`config.mk`:
```
export PLATFORM = sky130hd
export DESIGN_NAME = cpu_mc_ctrl
export DESIGN_NICKNAME = d
export VERILOG_FILES = /design/src/rtl/cpu_pkg.sv /design/src/rtl/cpu_mc_timeout.sv /design/src/rtl/cpu_mc_ctrl.sv
export SDC_FILE = /design/constraint.sdc
export NUM_CORES = 1
export LEC_CHECK = 0
export BUFFER_PORTS_ARGS = -buffer_cell sky130_fd_sc_hd__buf_2
export CORE_UTILIZATION = 40
export CTS_BUF_LIST = sky130_fd_sc_hd__clkbuf_2 sky130_fd_sc_hd__clkbuf_4 sky130_fd_sc_hd__clkbuf_8
export CTS_CLUSTER_DIAMETER = 30
export CTS_CLUSTER_SIZE = 30
export DETAILED_ROUTE_END_ITERATION = 10
export GPL_TIMING_DRIVEN = 0
export PLACE_DENSITY = 0.66
export SLEW_MARGIN = 20
export SYNTH_ARGS = -nofsm -noshare
export SYNTH_HDL_FRONTEND = slang
export SYNTH_HIERARCHICAL = 1
export SYNTH_SLANG_ARGS = --single-unit
```
`constraint.sdc`:
```
create_clock -name CLK -period 2.9 [get_ports CLK]
set_input_delay 0.58 -clock CLK [delete_from_list [all_inputs] [get_ports CLK]]
set_output_delay 0.58 -clock CLK [all_outputs]
set_load 0.01 [all_outputs]
```
`src/rtl/cpu_pkg.sv`:
```
// rtl/cpu_pkg.sv - shared opcodes, control codes and state encoding for the multi-cycle CPU
package cpu_pkg;

    localparam logic [3:0] OP_ADD  = 4'h0;
    localparam logic [3:0] OP_SUB  = 4'h1;
    localparam logic [3:0] OP_AND  = 4'h2;
    localparam logic [3:0] OP_OR   = 4'h3;
    localparam logic [3:0] OP_ADDI = 4'h4;
    localparam logic [3:0] OP_LW   = 4'h5;
    localparam logic [3:0] OP_SW   = 4'h6;
    localparam logic [3:0] OP_BEQ  = 4'h7;
    localparam logic [3:0] OP_J    = 4'h8;
    localparam logic [3:0] OP_HALT = 4'hF;

    localparam logic [2:0] ALU_ADD   = 3'b000;
    localparam logic [2:0] ALU_SUB   = 3'b001;
    localparam logic [2:0] ALU_AND   = 3'b010;
    localparam logic [2:0] ALU_OR    = 3'b011;
    localparam logic [2:0] ALU_PASSB = 3'b100;

    localparam logic [1:0] PC_INC    = 2'b00;
    localparam logic [1:0] PC_BRANCH = 2'b01;
    localparam logic [1:0] PC_JUMP   = 2'b10;

    localparam logic [1:0] ERR_NONE    = 2'b00;
    localparam logic [1:0] ERR_ILLEGAL = 2'b01;
    localparam logic [1:0] ERR_TIMEOUT = 2'b10;

    typedef enum logic [2:0] {
        S_IDLE,
        S_FETCH,
        S_DECODE,
        S_EXEC,
        S_MEM,
        S_WB,
        S_HALT
    } state_t;

    typedef struct packed {
        logic       memRead;
        logic       memWrite;
        logic       iorD;
        logic       aluSrc;
        logic [2:0] aluOp;
        logic       memToReg;
        logic       regWrite;
        logic [1:0] pcSrc;
        logic       halted;
    } ctrl_t;

    function automatic logic isLegal(input logic [3:0] o);
        return (o <= OP_J) || (o == OP_HALT);
    endfunction

    // Registered control levels for a state; handshake-qualified strobes are handled in the top.
    function automatic ctrl_t stateCtrl(input state_t s, input logic [3:0] o);
        ctrl_t c;
        c = '0;
        case (s)
            S_FETCH: begin
                c.memRead = 1'b1;
                c.pcSrc   = PC_INC;
            end
            S_EXEC: begin
                case (o)
                    OP_ADD, OP_SUB, OP_AND, OP_OR: c.aluOp = o[2:0];
                    OP_ADDI, OP_LW, OP_SW: begin
                        c.aluOp  = ALU_ADD;
                        c.aluSrc = 1'b1;
                    end
                    OP_BEQ: begin
                        c.aluOp = ALU_SUB;
                        c.pcSrc = PC_BRANCH;
                    end
                    OP_J:    c.pcSrc = PC_JUMP;
                    default: c.aluOp = ALU_ADD;
                endcase
            end
            S_MEM: begin
                c.iorD     = 1'b1;
                c.memRead  = (o == OP_LW);
                c.memWrite = (o == OP_SW);
            end
            S_WB: begin
                c.regWrite = 1'b1;
                c.memToReg = (o == OP_LW);
            end
            S_HALT:  c.halted = 1'b1;
            default: c = '0;
        endcase
        return c;
    endfunction

endpackage

```
`src/rtl/cpu_mc_timeout.sv`:
```
// rtl/cpu_mc_timeout.sv - memory wait counter that flags a bus timeout
module cpu_mc_timeout #(
    parameter int TIMEOUT = 15
) (
    input  logic clk,
    input  logic reset,
    input  logic clear,
    input  logic enable,
    output logic expired
);

    localparam logic [7:0] LIMIT = 8'(TIMEOUT);

    logic [7:0] count;

    always_ff @(posedge clk) begin
        if (reset || clear) begin
            count <= '0;
        end else if (enable && !expired) begin
            count <= count + 8'd1;
        end
    end

    assign expired = (count == LIMIT);

endmodule

```
`src/rtl/cpu_mc_ctrl.sv`:
```
// rtl/cpu_mc_ctrl.sv - multi-cycle control sequencer for the 16-bit CPU datapath
module cpu_mc_ctrl
    import cpu_pkg::*;
#(
    parameter int TIMEOUT = 15,
    parameter int CNT_W   = 16
) (
    input  logic             CLK,
    input  logic             RESET,
    input  logic             run,
    input  logic [3:0]       op,
    input  logic             zero,
    input  logic             mem_ready,
    output logic             PCWrite,
    output logic             IRWrite,
    output logic             RegWrite,
    output logic             MemRead,
    output logic             MemWrite,
    output logic             IorD,
    output logic             ALUSrc,
    output logic [2:0]       ALUOp,
    output logic             MemToReg,
    output logic [1:0]       PCSrc,
    output logic             halted,
    output logic [1:0]       err,
    output logic [CNT_W-1:0] retired
);

    localparam logic [CNT_W-1:0] CNT_ONE = CNT_W'(1);

    state_t     state;
    logic [3:0] opReg;
    ctrl_t      ctl;
    logic [1:0] errReg;
    logic       inMem;
    logic       expired;

    function automatic state_t afterRetire(input logic r);
        return r ? S_FETCH : S_IDLE;
    endfunction

    assign inMem = (state == S_FETCH) || (state == S_MEM);

    // Counter restarts whenever no access is outstanding, so every FETCH/MEM entry starts from zero.
    cpu_mc_timeout #(.TIMEOUT(TIMEOUT)) uTimeout (
        .clk    (CLK),
        .reset  (RESET),
        .clear  (!inMem || mem_ready),
        .enable (inMem && !mem_ready),
        .expired(expired)
    );

    always_ff @(posedge CLK) begin
        if (RESET) begin
            state   <= S_IDLE;
            opReg   <= OP_ADD;
            ctl     <= '0;
            errReg  <= ERR_NONE;
            retired <= '0;
        end else begin
            case (state)
                S_IDLE: begin
                    if (run) begin
                        state <= S_FETCH;
                        ctl   <= stateCtrl(S_FETCH, opReg);
                    end
                end
                S_FETCH: begin
                    if (mem_ready) begin
                        state <= S_DECODE;
                        ctl   <= stateCtrl(S_DECODE, opReg);
                    end else if (expired) begin
                        state  <= S_HALT;
                        ctl    <= stateCtrl(S_HALT, opReg);
                        errReg <= ERR_TIMEOUT;
                    end
                end
                S_DECODE: begin
                    opReg <= op;
                    if (!isLegal(op)) begin
                        state  <= S_HALT;
                        ctl    <= stateCtrl(S_HALT, op);
                        errReg <= ERR_ILLEGAL;
                    end else if (op == OP_HALT) begin
                        state   <= S_HALT;
                        ctl     <= stateCtrl(S_HALT, op);
                        retired <= retired + CNT_ONE;
                    end else begin
                        state <= S_EXEC;
                        ctl   <= stateCtrl(S_EXEC, op);
                    end
                end
                S_EXEC: begin
                    case (opReg)
                        OP_BEQ, OP_J: begin
                            state   <= afterRetire(run);
                            ctl     <= stateCtrl(afterRetire(run), opReg);
                            retired <= retired + CNT_ONE;
                        end
                        OP_LW, OP_SW: begin
                            state <= S_MEM;
                            ctl   <= stateCtrl(S_MEM, opReg);
                        end
                        default: begin
                            state <= S_WB;
                            ctl   <= stateCtrl(S_WB, opReg);
                        end
                    endcase
                end
                S_MEM: begin
                    if (mem_ready) begin
                        if (opReg == OP_LW) begin
                            state <= S_WB;
                            ctl   <= stateCtrl(S_WB, opReg);
                        end else begin
                            state   <= afterRetire(run);
                            ctl     <= stateCtrl(afterRetire(run), opReg);
                            retired <= retired + CNT_ONE;
                        end
                    end else if (expired) begin
                        state  <= S_HALT;
                        ctl    <= stateCtrl(S_HALT, opReg);
                        errReg <= ERR_TIMEOUT;
                    end
                end
                S_WB: begin
                    state   <= afterRetire(run);
                    ctl     <= stateCtrl(afterRetire(run), opReg);
                    retired <= retired + CNT_ONE;
                end
                S_HALT: begin
                    state <= S_HALT;
                end
                default: begin
                    state <= S_IDLE;
                    ctl   <= '0;
                end
            endcase
        end
    end

    // Write strobes qualified by mem_ready/zero must act in the same cycle as the handshake.
    assign IRWrite = (state == S_FETCH) && mem_ready;
    assign PCWrite = ((state == S_FETCH) && mem_ready) ||
                     ((state == S_EXEC) && ((opReg == OP_J) || ((opReg == OP_BEQ) && zero)));

    assign RegWrite = ctl.regWrite;
    assign MemRead  = ctl.memRead;
    assign MemWrite = ctl.memWrite;
    assign IorD     = ctl.iorD;
    assign ALUSrc   = ctl.aluSrc;
    assign ALUOp    = ctl.aluOp;
    assign MemToReg = ctl.memToReg;
    assign PCSrc    = ctl.pcSrc;
    assign halted   = ctl.halted;
    assign err      = errReg;

endmodule

```
Word level (Yosys, flattened, before mapping) --
Index checks and enable logic that the tools add are counted.
Word-level totals: register bits after elaboration 45, latch bits 0, bits in writable memories 0, ROM bits 0, input port bits 9, memories 0
Operators by class: $add $sub $neg 2, $mul 0, divide/modulo/power cells 0, $lt $le $gt $ge 1, equality and inequality tests 38, shift-type cells 0, muxes and demuxes 43, bitwise gates (word level) 1, reduce and logical (&&, ||, !) cells 29
Operators by type and width (number):
- $pmux 12 s7 | 1
- $mux 16 | 5
- $pmux 16 s4 | 1
- $mux 12 | 5
- $eq 4x3->1 const B | 8
- $pmux 12 s2 | 1
- $mux 3 | 7
- $pmux 3 s7 | 1
- $mux 9 | 2
- $pmux 3 s2 | 3
- $add 16x1->16 const B | 1
- $eq 4x2->1 const B | 4
- $ne 2x2->1 const B | 7
- $eq 4x4->1 const B | 3
- $mux 2 | 6
- $pmux 2 s2 | 3
- $eq 1x3->1 const B | 3
- $eq 3x3->1 const B | 3
- $add 8x1->8 const B | 1
- $eq 4x1->1 const B | 2
- $eq 8x4->1 const B | 1
- $logic_not 4->1 | 2
- $reduce_or 4->1 | 2
- $eq 3x2->1 const B | 2
- 20 further kinds | 40

Longest topological paths before layout --
depth after elaboration 7, depth in mapped cells 7, gate-level depth less buffers 7

Modules after synthesis --
Netlist, hierarchy kept.
By module, submodules not included:
- cpu_mc_ctrl | instances 1, cells an instance 290, area each 2338.5 sq um
- cpu_mc_timeout | instances 1, cells an instance 48, area each 414.1 sq um

Least setup slack after synthesis --
Ideal clock, no wire load.
path type input -> register, start input port mem_ready, end register uTimeout.count[7], library setup time 79 ps, arrival time 2167 ps, data required time 2821 ps, slack 654 ps, stages on the path 5, path buffers 1, path through clkbuf_1 > nor3_1 > nand3_2 > or4_4 > a211oi_2
On the way: word-level cells in the longest chain between the ends 3, elaborated cells on any way between the ends 5, those cells by class reduce/logical: 5
Ends and longest elaborated chain:
- start: declaration | RTL line cpu_mc_ctrl.sv:13 | input logic mem_ready,
- $logic_not 1->1 | RTL line cpu_mc_ctrl.sv:49 | .enable (inMem && !mem_ready),
- $logic_and 1x1->1 | RTL line cpu_mc_ctrl.sv:49
- $logic_and 1x1->1 | RTL line cpu_mc_timeout.sv:19 | end else if (enable && !expired) begin
- end signal: assignment | RTL line cpu_mc_timeout.sv:20 | count <= count + 8'd1;
- end: declaration | RTL line cpu_mc_timeout.sv:14 | logic [7:0] count;
Parallel ways exist; a longest one is shown, timed or not. A chain may end at the register's enable or synchronous reset.

Worst setup path after layout --
start register state[2], end register uTimeout.count[7]
On the way: word-level cells in the longest chain between the ends 5, elaborated cells on any way between the ends 8, those cells by class eq/ne: 2; reduce/logical: 6
Ends and longest elaborated chain:
- start: declaration | RTL line cpu_mc_ctrl.sv:31 | state_t state;
- start signal: assignment | RTL line cpu_mc_ctrl.sv:96 | state <= afterRetire(run);
- start signal: assignment | RTL line cpu_mc_ctrl.sv:116 | state <= afterRetire(run);
- start signal: assignment | RTL line cpu_mc_ctrl.sv:127 | state <= afterRetire(run);
- $eq 3x1->1 / $eq 3x3->1 (equally long branches) | RTL line cpu_mc_ctrl.sv:42 | assign inMem = (state == S_FETCH) || (state == S_MEM);
- $logic_or 1x1->1 * | RTL line cpu_mc_ctrl.sv:42
- $logic_not 1->1 | RTL line cpu_mc_ctrl.sv:48 | .clear (!inMem || mem_ready),
- $logic_or 1x1->1 | RTL line cpu_mc_ctrl.sv:48
- $logic_or 1x1->1 | RTL line cpu_mc_timeout.sv:17 | if (reset || clear) begin
Mark *: on every way between the ends. The rest lies on a longest branch, timed or not.

==> metrics <==
crit end category=register; Initial Utilization=42.4%; iteration count of the initial detailed-routing pass=8; overall die height=85.0 um; max_cap viols=0; total via count after detailed routing=2802; outcome=finished with violations; register cell area after layout=901 sq um; last weighted congestion value of the routability-driven placer=0.868; drt via density=6.05; switching component of the power=0.000390 W; aggregate global-route resource usage=20.6%; average instance area after synthesis=8.14 sq um; drt total wl=7210 um; final setup skew=11.2 ps; global-route wire length before repair=12000 um; Max Freq=388 MHz; relative slew slack=39.4%; cell types occupying the most area after synthesis=sky130_fd_sc_hd__dfxtp_1 (33%), sky130_fd_sc_hd__a21oi_1 (5.6%), sky130_fd_sc_hd__o21ai_0 (4.4%); adder and majority cell fraction of the synthesized area=0.909%; final critical delay including setup and external delays=2580 ps; post-synthesis net count=349; area of the multi-input gates=1690 sq um; total number of placement rows=29; number of distinct library cells after synthesis=67; Synth Instances=338; antenna violations before repair=0; clock latency reported for the late side of the worst-skew pair=310 ps; post-synthesis simple-gate area fraction=32.5%; Worst IR Drop VDD=0.000200 V; leading cell type by number of instances after synthesis=sky130_fd_sc_hd__dfxtp_1; clock power share=36.4%; CP Buf/Inv Count=1; post-route clock period utilization=89.0%; Post-synth EDFFs=0; hold buffer count at cts=0; count of inserted antenna diode cells=0; Final Worst Setup Slack=320 ps; worst-path cell chain=buf_2, xnor2_1, nor3_1, nand3_2, or4_4, a211oi_2; Remaining DRCs=3; critical path startpoint category=register; pin count of the biggest net entering global routing=16; arrival time of data at the critical path endpoint=2810 ps; DPL Wire Length=5160 um; violations in the final reports=design-rule violations; critical path's top delay family=simple AND/OR/NAND/NOR gates; area of the core=6490 sq um; remaining antenna violation count after routing=0; classification of the worst setup path=register to register; synthesis-stage register bit count=45; total global routing overflow=0; part of the power in registers=49.6%; Setup Viol. Count Final=0; number of buffers added on ports=40; main combinational cell family by area after synthesis=simple AND/OR/NAND/NOR gates; worst-case setup slack after placement=200 ps; final hold violations=0; top cell types by occurrence after synthesis=sky130_fd_sc_hd__dfxtp_1 (45), sky130_fd_sc_hd__a21oi_1 (31), sky130_fd_sc_hd__nand2_1 (24), sky130_fd_sc_hd__o21ai_0 (24); sequential share of the synthesized area=32.7%; signed area change from the synthesized netlist to the final layout=15.0%; Net count, final=396; post-synthesis instance area=2750 sq um; most used flip-flop cell after synthesis=sky130_fd_sc_hd__dfxtp_1; share of power burned in combinational logic=14.1%; critical-path maximum fanout=10; root buffer cell=sky130_fd_sc_hd__clkbuf_8; clock sinks=45; fraction of the mapped netlist area in compound gates=25.7%; iteration-0 DRC count of the detailed router=147; setup repair after global routing missed its margin=no; # H-tree levels=2; total setup buffers inserted after CTS=0; die width=85.0 um; via count of the first global-routing pass=2522; path category of the worst min-delay check=register to register; slowest cell on the critical path=sky130_fd_sc_hd__nor3_1; average wire per cell in the routed design=15.6 um; design internal power=0.000979 W; number of fill cells in the layout=643; switching share of power=28.5%; proportion of layout cells with a drive suffix above 1=18.1%; summed negative setup slack over all endpoints=0 ps; top cell type by total area after synthesis=sky130_fd_sc_hd__dfxtp_1; count of instances resized after the clock tree is built=0; leakage power figure=1.24 nW; clock buffers created by TritonCTS=5; CTS clk-pin slew, worst paths=90 ps; number of pins exceeding their max-slew limit in the final report=0; worst hold slack across all endpoints=470 ps; cell area power density=433 nW/um^2; multiplexer area fraction after synthesis=1.82%; Bufs on Longest Clock Path=2; TritonCTS clock tree=done; Worst EP required=3130 ps; xor-xnor portion of the synthesized cell area=0.636%; fraction of post-synthesis cell area in the top cell type by area=32.7%; DIE AREA=7220 sq um; largest stage delay on the critical path=730 ps; worst-margin pin slew=903 ps; share of synthesized registers carrying an async set or reset=0%; boundary pin count=41; synthesis warning total=6
==> cells by family after synthesis <==
group / after synthesis
DFF: 45
and+or+nand+nor: 143
xor gates and xnor gates: 2
adders and majority gates: 2
muxes: 5
AOI/OAI and AO/OA: 105
buffers and inverters: 36
==> sequential cells by signal (all words and copies together) (netlist names), 2 cells and up <==
signal,cells
uTimeout/count,8
opReg,4
retired,16
ALUOp,3
PCSrc,2
state,3
err,2
==> cells in the final DEF, fill, tap and decap left out, drive strengths merged, types with 3 or more instances in the layout <==
cell type / netlist / layout
buf: 13 / 53
dfxtp: 45 / 45
a21oi: 31 / 31
nand2: 25 / 25
o21ai: 24 / 24
inv: 14 / 14
nor2: 14 / 14
clkbuf: 9 / 14
nand3: 13 / 13
nor3: 12 / 12
nand4: 11 / 11
or3: 10 / 10
nor4: 8 / 8
o311ai: 7 / 7
and4: 6 / 6
nor2b: 6 / 6
a211oi: 6 / 6
nor3b: 6 / 6
and3: 5 / 5
a311oi: 5 / 5
mux2i: 5 / 5
nand3b: 5 / 5
and3b: 4 / 4
nand2b: 4 / 4
o311a: 4 / 4
o211a: 3 / 3
and2: 3 / 3
o31ai: 3 / 3
a311o: 3 / 3
a31oi: 3 / 3
==> metal layers <==
metal / vias to the layer above / share of wire [%] / global-route usage, % / routed length (um)
met4: 0 / 1.5 / 6.32 / 105
li1: 1393 / - / - / -
met5: - / 0 / 0 / 0
met3: 8 / 4.8 / 2.82 / 347
met1: 1336 / 48 / 28.8 / 3480
met2: 65 / 45 / 32.9 / 3280
==> layout make-up <==
type	instances	area share, %
Buffer	22	3.36
Clock buffer	5	2.17
Clock inverter	3	1.46
Inverter	14	1.66
Multi-Input combinational cell	257	53.5
Sequential cell	45	28.5
Tap cell	77	3.04
Timing Repair Buffer	40	6.33
==> path summary, 6_finish.rpt <==
kind                                         end                  start  slack [ps]  cells past startpoint
setup reg to reg  uTimeout/count[7]$_SDFFE_PP0P_  state[2]$_SDFFE_PP0N_         320                      6
hold / removal             ALUOp[2]$_SDFFE_PP0P_  ALUOp[2]$_SDFFE_PP0P_         470                      1
hold reg to reg            ALUOp[2]$_SDFFE_PP0P_  ALUOp[2]$_SDFFE_PP0P_         470                      1
setup / recovery  uTimeout/count[7]$_SDFFE_PP0P_  state[2]$_SDFFE_PP0N_         320                      6
==> through the flow <==
stage	util [%]	power [W]	instance area (sq um)	instances
after floorplan	-	0.000813	2750	338
after global placement	46.9	0.000882	3050	455
after detailed placement	46.9	0.000884	3050	455
after CTS	48.7	0.00138	3160	463
after global routing	48.7	0.00143	3160	463
final	48.7	0.00137	3160	463
==> power groups by stage <==
stage               logic (W)  registers (W)  clock network (W)
floorplan            0.000116       0.000697                  0
global placement     0.000190       0.000692                  0
detailed placement   0.000192       0.000692                  0
CTS                  0.000193       0.000678           0.000510
global route         0.000215       0.000685           0.000531
finish               0.000192       0.000679           0.000498
(Power assumes the default switching activity.)
